File: config.mk
export PLATFORM = sky130hd
export DESIGN_NAME = tgate_bus_arbiter
export DESIGN_NICKNAME = d
export VERILOG_FILES = /design/src/rtl/tgate_arb_pkg.sv /design/src/rtl/rr_pick.sv /design/src/rtl/tgate_bus_arbiter.sv
export SDC_FILE = /design/constraint.sdc
export NUM_CORES = 1
export LEC_CHECK = 0
export CELL_PAD_IN_SITES_DETAIL_PLACEMENT = 1
export CELL_PAD_IN_SITES_GLOBAL_PLACEMENT = 2
export CORE_MARGIN = 3
export CORE_UTILIZATION = 36
export DETAILED_ROUTE_END_ITERATION = 6
export PLACE_DENSITY_LB_ADDON = 0.1
export SETUP_SLACK_MARGIN = 0.1
export SYNTH_ARGS = -nofsm -noshare
export SYNTH_HDL_FRONTEND = slang
export SYNTH_SLANG_ARGS = --single-unit
export TNS_END_PERCENT = 50
File: constraint.sdc
create_clock -name clk -period 2.5 [get_ports clk]
set_clock_uncertainty 0.05 [all_clocks]
set_input_delay 0.375 -clock clk [delete_from_list [all_inputs] [get_ports clk]]
set_output_delay 0.375 -clock clk [all_outputs]
set_load 0.03 [all_outputs]
File: src/rtl/tgate_arb_pkg.sv
// Shared definitions for the transmission-gate bus arbiter: FSM state
// encoding and the one-hot decode used to drive the switch gates.
package tgate_arb_pkg;

  localparam logic [1:0] ST_IDLE  = 2'd0;
  localparam logic [1:0] ST_DEAD  = 2'd1;
  localparam logic [1:0] ST_GRANT = 2'd2;

  localparam int MAX_N = 16;

  // Callers truncate the result to their own requester count.
  function automatic logic [MAX_N-1:0] onehot(input int unsigned idx, input int unsigned n);
    logic [MAX_N-1:0] v;
    v = '0;
    if (idx < n && idx < MAX_N) v[idx[3:0]] = 1'b1;
    return v;
  endfunction

endpackage

File: src/rtl/rr_pick.sv
// Combinational round-robin picker: first set request after last_idx,
// wrapping, so the previous winner is only chosen when it is alone.
module rr_pick
  import tgate_arb_pkg::*;
#(
  parameter int N = 4
) (
  input  logic [N-1:0]         req,
  input  logic [$clog2(N)-1:0] last_idx,
  output logic                 found,
  output logic [$clog2(N)-1:0] idx
);

  localparam int IW = $clog2(N);

  logic [IW-1:0] cand;

  always_comb begin
    found = 1'b0;
    idx   = '0;
    cand  = '0;
    for (int k = 1; k <= N; k++) begin
      cand = IW'((int'(last_idx) + k) % N);
      if (!found && req[cand]) begin
        found = 1'b1;
        idx   = cand;
      end
    end
  end

endmodule

File: src/rtl/tgate_bus_arbiter.sv
// Round-robin owner of a shared tgate switch bus with break-before-make dead
// time and a hold limit that only bites while someone else is waiting.
module tgate_bus_arbiter
  import tgate_arb_pkg::*;
#(
  parameter int N           = 4,
  parameter int DEAD_CYCLES = 2,
  parameter int MAX_HOLD    = 8
) (
  input  logic                 clk,
  input  logic                 rst,
  input  logic [N-1:0]         req,
  output logic [N-1:0]         sel,
  output logic [N-1:0]         sel_n,
  output logic                 gnt_valid,
  output logic [$clog2(N)-1:0] gnt_idx,
  output logic                 busy
);

  localparam int IW = $clog2(N);
  localparam int DW = $clog2(DEAD_CYCLES + 1);
  localparam int HW = $clog2(MAX_HOLD + 1);

  logic [1:0]    state;
  logic [1:0]    state_nxt;
  logic [IW-1:0] last_idx;
  logic [IW-1:0] pick_idx;
  logic          pick_found;
  logic [DW-1:0] dead_cnt;
  logic [HW-1:0] hold_cnt;

  logic          dead_last;
  logic          hold_full;
  logic          rel_cond;
  logic          grant_now;
  logic          release_now;
  logic [N-1:0]  oh_win;
  logic [N-1:0]  oh_gnt;
  logic [N-1:0]  others;

  logic [N-1:0]  sel_d;
  logic          gnt_valid_d;
  logic [IW-1:0] gnt_idx_d;
  logic          busy_d;

  rr_pick #(.N(N)) u_pick (
    .req      (req),
    .last_idx (last_idx),
    .found    (pick_found),
    .idx      (pick_idx)
  );

  assign oh_win    = N'(onehot(32'(pick_idx), N));
  assign oh_gnt    = N'(onehot(32'(gnt_idx), N));
  assign others    = req & ~oh_gnt;
  assign dead_last = (dead_cnt == DW'(DEAD_CYCLES - 1));
  assign hold_full = (hold_cnt == HW'(MAX_HOLD));
  // Owner dropping and forced release collapse into one release event.
  assign rel_cond  = !req[gnt_idx] || (hold_full && (|others));

  always_ff @(posedge clk or posedge rst) begin
    if (rst) state <= ST_IDLE;
    else     state <= state_nxt;
  end

  always_comb begin
    state_nxt   = state;
    grant_now   = 1'b0;
    release_now = 1'b0;
    case (state)
      ST_IDLE: begin
        if (|req) state_nxt = ST_DEAD;
      end
      ST_DEAD: begin
        // Arbitration sees req as it is now; a request gone by DEAD exit is dropped.
        if (dead_last) begin
          if (pick_found) begin
            state_nxt = ST_GRANT;
            grant_now = 1'b1;
          end else begin
            state_nxt = ST_IDLE;
          end
        end
      end
      ST_GRANT: begin
        if (rel_cond) begin
          state_nxt   = ST_DEAD;
          release_now = 1'b1;
        end
      end
      default: state_nxt = ST_IDLE;
    endcase
  end

  always_comb begin
    sel_d       = '0;
    gnt_valid_d = 1'b0;
    gnt_idx_d   = gnt_idx;
    busy_d      = (state_nxt != ST_IDLE);
    if (grant_now) begin
      sel_d       = oh_win;
      gnt_valid_d = 1'b1;
      gnt_idx_d   = pick_idx;
    end else if (state_nxt == ST_GRANT) begin
      sel_d       = sel;
      gnt_valid_d = 1'b1;
    end
  end

  always_ff @(posedge clk or posedge rst) begin
    if (rst) begin
      last_idx <= IW'(N - 1);
      dead_cnt <= '0;
      hold_cnt <= '0;
    end else begin
      if (release_now || (state == ST_IDLE && state_nxt == ST_DEAD)) dead_cnt <= '0;
      else if (state == ST_DEAD)                                   dead_cnt <= dead_cnt + DW'(1);

      if (grant_now) begin
        hold_cnt <= HW'(1);
        last_idx <= pick_idx;
      end else if (state == ST_GRANT && !release_now && !hold_full) begin
        hold_cnt <= hold_cnt + HW'(1);
      end
    end
  end

  // Gate drives come straight from flops; reset opens every switch at once.
  always_ff @(posedge clk or posedge rst) begin
    if (rst) begin
      sel       <= '0;
      sel_n     <= '1;
      gnt_valid <= 1'b0;
      gnt_idx   <= '0;
      busy      <= 1'b0;
    end else begin
      sel       <= sel_d;
      sel_n     <= ~sel_d;
      gnt_valid <= gnt_valid_d;
      gnt_idx   <= gnt_idx_d;
      busy      <= busy_d;
    end
  end

endmodule
==> impl_metrics.yaml <==
setup_path:
  r2r_start: "gnt_idx[1]"
  slowest_stage: "clkdlybuf4s50_1"
  slowest_delay_ns: 0.66
  r2r_end: "sel[1]"
  path_max_fanout: 1
  reg2regPathDepth: 5
  required_ns: 2.08
  cp.arrival_ns: 1.51
  cp_cell_sequence: "clkdlybuf4s50_1"
  crit_buf_inv: 1
  regToRegSetupSlack_ns: 0.75
  start_kind: "flip-flop"
  worst-setup-path-type: "flip-flop to output pin"
  endpoint_kind: "output pin"
  cp_top_family: "buffers and inverters"
floorplan:
  die_w_um: 62.8
  start_util_pct: 40.0
  row_count: 19
  boundaryPins: 18
  die_area_um2: 3940
  die_h_um: 62.8
  core_um2: 2900
global_route:
  track_usage_pct: 14.5
  antenna_found_initial: 0
  grt_pass1_wl_mm: 4.53
  grt_pass1_vias: 942
  grt_max_degree: 23
  grt-ovfl-total: 0
clock_tree:
  cts_tree: "done"
  post_cts_buffers: 0
  htreeDepth: 1
  clock_latency_ns: 0.30
  cts_resized: 0
  cts.clk_slew.worst_paths_ns: 0.13
  cts.sinks: 22
  cts_hold_buf: 0
  clockBufferDepth: 2
  cts_buffers: 3
  cts_root_buf: "clkbuf_4"
synthesis:
  synth_edf_count: 0
  synth.distinct_cells: 38
  avgSynthCellArea_um2: 10.3
  syn_inst: 113
  synthXorXnorAreaFrac_pct: 0.755
  synth_compound_area_share_pct: 21.1
  ys_warn_count: 0
  synth_nets: 122
  yosys_register_bits: 22
  synth-adder-area-share_pct: 3.24
  synth_top_family_by_area: "compound AO/OA/AOI/OAI gates"
  synthSimpleGateAreaFrac_pct: 16.9
  synth_ff_type: "dfrtp_1"
  yosysSeqAreaShare_pct: 48.1
  syn-cell-area_um2: 1160
  yosys-mux-area-fraction_pct: 3.99
  synth_async_sr_flop_share_pct: 100
routing:
  routed_wl_mm: 2.59
  vias_per_cell: 5.19
  num_vias: 924
  drtIter0Drc: 28
  route.detailed.drc: 0
  dr.pass1.iters: 4
  route.antenna.remaining_nets: 0
  wl_per_cell_um: 14.6
final_layout:
  final_common_cell: "clkdlybuf4s50_1"
  design_area_um2: 1420
  area_growth_pct: 22.7
  fillCellCount: 349
  final_cells: 178
  final_nets: 146
  multiInputGateArea_um2: 534
  antenna_cells: 0
  seqCellArea_um2: 558
  drive_above_1_share_pct: 14.0
  most-common-layout-cells: "clkdlybuf4s50_1 (17), dfrtp_1 (16), nor2_1 (10)"
timing:
  fin_crit_sh_pct: 77.3
  slew_headroom_pct: 70.9
  drv_slew: 0
  fin_crit_ns: 1.93
  final.setup.tns_ns: 0
  setup_viol: 0
  fmax_mhz: 518
  finalHoldViolCount: 0
  rsz0062_at_grt: "no"
  worst_pin_slew_ns: 0.433
  hold_ws_ns: 0.342
run:
  maxCapViolCount: 0
run_status:
  status: "finished, final reports clean"
placement:
  finalWeightedCongestion: 0.806
  numPortBuffers: 17
  dp_cells: 174
  dp_hpwl_mm: 2.00
  dpl_cell_area_um2: 1390
pwr:
  p_per_area_nw_per_um2: 991
  power_mw: 1.41
  leakagePower_nw: 0.615
  peakVddDrop_mv: 0.419
hold_path:
  hp-class: "input pin to asynchronous set/reset pin"
-- metal layers --
layer	vias to the layer above	wire, µm	global-route usage, %
met4	0	20	5.79
met5	-	0	0
met3	2	90	2.52
li1	457	-	-
met1	451	1310	19.6
met2	14	1180	23.2
-- kinds of logic after synthesis --
group | Yosys count
AO/OA/AOI/OAI | 37
adder cells (fa/ha/maj) | 3
multiplexers | 3
AND/OR/NAND/NOR | 36
XOR/XNOR | 1
flip-flops | 22
buffers and inverters | 11
-- cell usage after synthesis (all sizes together), types with 3 or more instances --
cell type | count | share of area, %
a21oi | 7 | 3.0
a21o | 3 | 2.0
nor2b | 4 | 2.2
nand2b | 3 | 1.6
a22o | 4 | 3.0
a22oi | 4 | 2.6
dfstp | 6 | 14
nor2 | 10 | 3.2
inv | 7 | 2.3
o21ai | 8 | 3.5
nand3 | 7 | 3.0
ha | 3 | 3.2
dfrtp | 16 | 35
-- per-stage QoR --
stage	setup slack [ns]	utilization (%)
4_1_cts	0.549	49.1
3_3_place_gp	0.289	47.8
2_1_floorplan	0.580	-
6_report	0.569	49.1
3_5_place_dp	0.263	47.8
5_1_grt	0.487	49.1
-- sequential cells by signal, summed over array words and instances, names as in the netlist --
signal	cells
last_idx	2
busy	1
sel	4
gnt_valid	1
hold_cnt	4
sel_n	4
gnt_idx	2
state	2
dead_cnt	2
-- worst max-delay path by stage --
stage	endpoint	cells after the start	startpoint	slack, ns
floorplan	sel[1]	4	gnt_idx[1]	0.58
global placement	sel[1]	5	req[1]	0.29
detailed placement	sel[1]	5	req[1]	0.26
CTS	sel_n[1]	1	sel_n[1]	0.55
global route	sel_n[1]	5	req[1]	0.49
finish	sel_n[1]	1	sel_n[1]	0.57
-- power breakdown --
part	internal [mW]	total [mW]	switching, mW
clock network	0.0888	0.199	0.111
registers	0.476	0.593	0.117
logic	0.284	0.617	0.333
total	0.849	1.41	0.561
-- final cells by class --
type                    count  share of cell area [%]
multi-input cells          80                    37.6
flip-flops and latches     22                    39.2
inverters                   7                    1.85
repair buffers             23                    15.1
clock buffers               4                    2.55
well taps                  42                    3.69
(Power assumes the default switching activity.)
